[src/rtl/cdc_handshake_rx.sv]
// Receive side of a four-phase req/ack clock-domain crossing with a valid/ready output register.
// Optional sticky protocol checker enabled by defining CDC_HANDSHAKE_RX_PROTO_ERR_EN.
module cdc_handshake_rx #(
    parameter int DATA_W      = 2,
    parameter int SYNC_STAGES = 2
) (
    input  logic              clkB,
    input  logic              rst,
    input  logic              req_in,
    input  logic [DATA_W-1:0] data_in,
    output logic              ack_out,
    output logic [DATA_W-1:0] data_out,
    output logic              out_valid,
    input  logic              out_ready,
    output logic              proto_err
);

    typedef enum logic [1:0] {
        IDLE = 2'd0,
        HOLD = 2'd1,
        ACK  = 2'd2
    } state_e;

    state_e                 state_q, state_d;
    logic [SYNC_STAGES-1:0] sync_q, sync_d;
    logic                   req_sync;
    logic [DATA_W-1:0]      data_q, data_d;
    logic                   valid_q, valid_d;
    logic                   ack_q, ack_d;

    // Only the last synchronizer stage is safe to feed into logic.
    assign sync_d   = {sync_q[SYNC_STAGES-2:0], req_in};
    assign req_sync = sync_q[SYNC_STAGES-1];

    always_comb begin
        state_d = state_q;
        data_d  = data_q;
        valid_d = valid_q;
        ack_d   = ack_q;
        unique case (state_q)
            IDLE: begin
                // data_in is only looked at on this capture edge.
                if (req_sync) begin
                    data_d  = data_in;
                    valid_d = 1'b1;
                    state_d = HOLD;
                end
            end
            HOLD: begin
                if (out_ready) begin
                    valid_d = 1'b0;
                    ack_d   = 1'b1;
                    state_d = ACK;
                end
            end
            ACK: begin
                if (!req_sync) begin
                    ack_d   = 1'b0;
                    state_d = IDLE;
                end
            end
            default: begin
                valid_d = 1'b0;
                ack_d   = 1'b0;
                state_d = IDLE;
            end
        endcase
    end

    always_ff @(posedge clkB or negedge rst) begin
        if (!rst) begin
            state_q <= IDLE;
            sync_q  <= '0;
            data_q  <= '0;
            valid_q <= 1'b0;
            ack_q   <= 1'b0;
        end else begin
            state_q <= state_d;
            sync_q  <= sync_d;
            data_q  <= data_d;
            valid_q <= valid_d;
            ack_q   <= ack_d;
        end
    end

    assign ack_out   = ack_q;
    assign out_valid = valid_q;
    assign data_out  = data_q;

`ifdef CDC_HANDSHAKE_RX_PROTO_ERR_EN
    logic perr_q, perr_d;

    // Source withdrew req before the word was consumed; latch until reset.
    always_comb begin
        perr_d = perr_q;
        if (state_q == HOLD && !req_sync) begin
            perr_d = 1'b1;
        end
    end

    always_ff @(posedge clkB or negedge rst) begin
        if (!rst) begin
            perr_q <= 1'b0;
        end else begin
            perr_q <= perr_d;
        end
    end

    assign proto_err = perr_q;
`else
    assign proto_err = 1'b0;
`endif

endmodule

[config.mk]
export PLATFORM = sky130hd
export DESIGN_NAME = cdc_handshake_rx
export DESIGN_NICKNAME = d
export VERILOG_FILES = /design/src/rtl/cdc_handshake_rx.sv
export SDC_FILE = /design/constraint.sdc
export NUM_CORES = 1
export LEC_CHECK = 0
export CORE_AREA = 2 2 39 41
export DETAILED_ROUTE_END_ITERATION = 7
export DIE_AREA = 0 0 41 43
export GPL_TIMING_DRIVEN = 0
export SLEW_MARGIN = 30
export SYNTH_ARGS = -nofsm -noshare
export SYNTH_HDL_FRONTEND = slang
export SYNTH_SLANG_ARGS = --single-unit
[constraint.sdc]
create_clock -name clkB -period 1.6 [get_ports clkB]
set_input_delay 0.24 -clock clkB [delete_from_list [all_inputs] [get_ports clkB]]
set_output_delay 0.24 -clock clkB [all_outputs]
set_load 0.02 [all_outputs]
==> results.json <==
{
  "io_buffers": 9,
  "setup_viol": 0,
  "cp-end-kind": "primary output",
  "fin_crit_ps": 1460,
  "synth_area_leaders": "dfrtp_1, mux2_2, o21ai_0, nor3b_2, a21oi_1",
  "syn_area_um2": 310,
  "p_comb_share_pct": 36.9,
  "io_pins": 11,
  "cts_tree": "built",
  "layout_commonest_cell": "clkdlybuf4s50_1",
  "finalHoldViolations": 0,
  "numClockSinks": 8,
  "grt_max_degree": 9,
  "multi_input_comb_area_um2": 98.8,
  "path_delay_family": "buffers and inverters",
  "synth_area_leader_cell": "dfrtp_1",
  "grt_pass1_wl_um": 821,
  "critical_path_class": "reg2out",
  "critPathLaunchType": "flop",
  "timing.hold.ws_ps": 271,
  "fin_crit_sh_pct": 91.1,
  "synthesis.nets": 32,
  "critical_path.max_stage_delay_ps": 610,
  "cts_setup_buffers": 0,
  "intPower_mw": 0.532,
  "die_w_um": 41,
  "rows": 14,
  "routed_wl_um": 525,
  "fp.dieArea_um2": 1760,
  "fmax_ghz": 0.686,
  "critPathArrivalTime_ps": 1220,
  "post_synth.cell_area_avg_um2": 11.9,
  "gp_congestion": 0.646,
  "crit_required_ps": 1360,
  "clock_latency_ps": 240,
  "n_antenna_cell": 0,
  "synthToLayoutAreaGrowth_pct": 42.7,
  "dr.pass1.iters": 2,
  "max-vdd-ir-drop_mv": 0.728,
  "fillers": 153,
  "synth_top_area_share_pct": 64.5,
  "cts_buffers": 3,
  "leakage_nw": 0.185,
  "final_nets": 46,
  "start_util_pct": 22.4,
  "drt-vias-per-instance": 4.17,
  "critPathSlowestCell": "clkdlybuf4s50_1",
  "crit_chain": "clkdlybuf4s50_1",
  "antenna_found_initial": 0,
  "grt_pass1_vias": 193,
  "yosysWarnings": 0,
  "drc": 0,
  "synth_seq_cells": 8,
  "syn_inst": 26,
  "synth-seq-area-share_pct": 64.5,
  "ant_nets": 0,
  "overflow": 0,
  "root_buffer": "clkbuf_4",
  "drive_above_1_share_pct": 18.4,
  "dr.first_iter.drc_count": 1,
  "final_cell_mix": "clkdlybuf4s50_1, dfrtp_1, o21ai_0, clkbuf_4",
  "cp.depth": 1,
  "core-area_um2": 1380,
  "switching_share_pct": 34.2,
  "clkTransAtPathRegs_ps": 50,
  "seqCellArea_um2": 200,
  "dp_hpwl_um": 380,
  "p_per_area_nw_per_um2": 1820,
  "finalMaxSlewViolations": 0,
  "ctsResizeCount": 0,
  "grt.total_usage_pct": 7.41,
  "crit_fanout": 3,
  "cts_hold_buf": 0,
  "p_switching_mw": 0.276,
  "htree_num_levels": 1,
  "ys_types": 13,
  "timing.critical_path.buf_inv": 1,
  "pwr-share-seq_pct": 44.7,
  "setup_tns_ps": 0,
  "rsz0062_at_grt": "false",
  "fin_skew_ps": 2.16,
  "status": "complete, no violations",
  "hold_class": "in2async",
  "vias": 225,
  "rr_worst_depth": 2,
  "drt-wirelength-per-cell_um": 9.72,
  "cap_violations": 0,
  "clkPwrFrac_pct": 18.4,
  "die_h_um": 43,
  "clk_path_buf_depth": 2
}
[sequential cells by signal, summed over array words and instances (netlist names)]
register	count
sync_q	2
ack_out	1
out_valid	1
data_out	2
state_q	2
[final timing paths]
path	from	end	slack (ps)
max in group asynchronous	rst	sync_q[0]$_DFF_PN0_	1070
setup / recovery	ack_out$_DFFE_PN0P_	ack_out	140
hold reg to reg	sync_q[0]$_DFF_PN0_	sync_q[1]$_DFF_PN0_	350
setup reg to reg	state_q[0]$_DFFE_PN0P_	data_out[1]$_DFFE_PN0P_	410
hold / removal	rst	data_out[1]$_DFFE_PN0P_	270
min in group clkB	sync_q[0]$_DFF_PN0_	sync_q[1]$_DFF_PN0_	350
[layer usage]
| layer | share of wire, % | GRT usage, % | vias up | routed length (um) |
|---|---|---|---|---|
| li1 | - | - | 111 | - |
| met5 | 0 | 0 | - | 0 |
| met1 | 52 | 11.0 | 105 | 275 |
| met3 | 9.1 | 4.71 | 0 | 48 |
| met4 | 0 | 6.00 | 0 | 0 |
| met2 | 38 | 6.88 | 9 | 201 |
[cells in the mapped netlist]
cell / instances
a211oi_1: 1
a21oi_1: 2
buf_4: 1
conb_1: 1
dfrtp_1: 8
inv_1: 1
mux2_2: 2
nand2_1: 2
nand3_1: 1
nand3b_1: 1
nor2_1: 2
nor3b_2: 1
o21ai_0: 3
[cell type report]
class	instances	area share [%]
Tap cell	16	4.52
Buffer	1	1.69
Inverter	1	0.847
Clock buffer	3	5.08
Multi-Input combinational cell	16	22.3
Timing Repair Buffer	9	20.3
Sequential cell	8	45.2
[through the flow]
step / util, % / std cells / setup slack [ps] / power, mW / area [um^2]
after floorplan: - / 26 / 492 / 0.518 / 310
after global placement: 30.4 / 51 / 402 / 0.659 / 420
after detailed placement: 30.4 / 51 / 398 / 0.666 / 420
after CTS: 32.0 / 54 / 128 / 0.822 / 443
after global routing: 32.0 / 54 / 82.7 / 0.862 / 443
final: 32.0 / 54 / 143 / 0.808 / 443
[power groups by stage]
stage	registers, mW	logic, mW	clock network, mW
2_1_floorplan	0.413	0.105	0
3_3_place_gp	0.362	0.297	0
3_5_place_dp	0.363	0.303	0
4_1_cts	0.364	0.303	0.156
5_1_grt	0.375	0.321	0.165
6_report	0.361	0.298	0.149
[kinds of logic (layout without fill, tap and decap cells)]
kind of cell	count (synthesis)	after routing	share of synthesized area [%]
AOI/OAI and AO/OA	6	6	10.5
other	1	1	1.21
muxes	2	2	7.26
buffers and inverters	2	14	3.63
DFF	8	8	64.5
and+or+nand+nor	7	7	12.9
(Power assumes the default switching activity.)
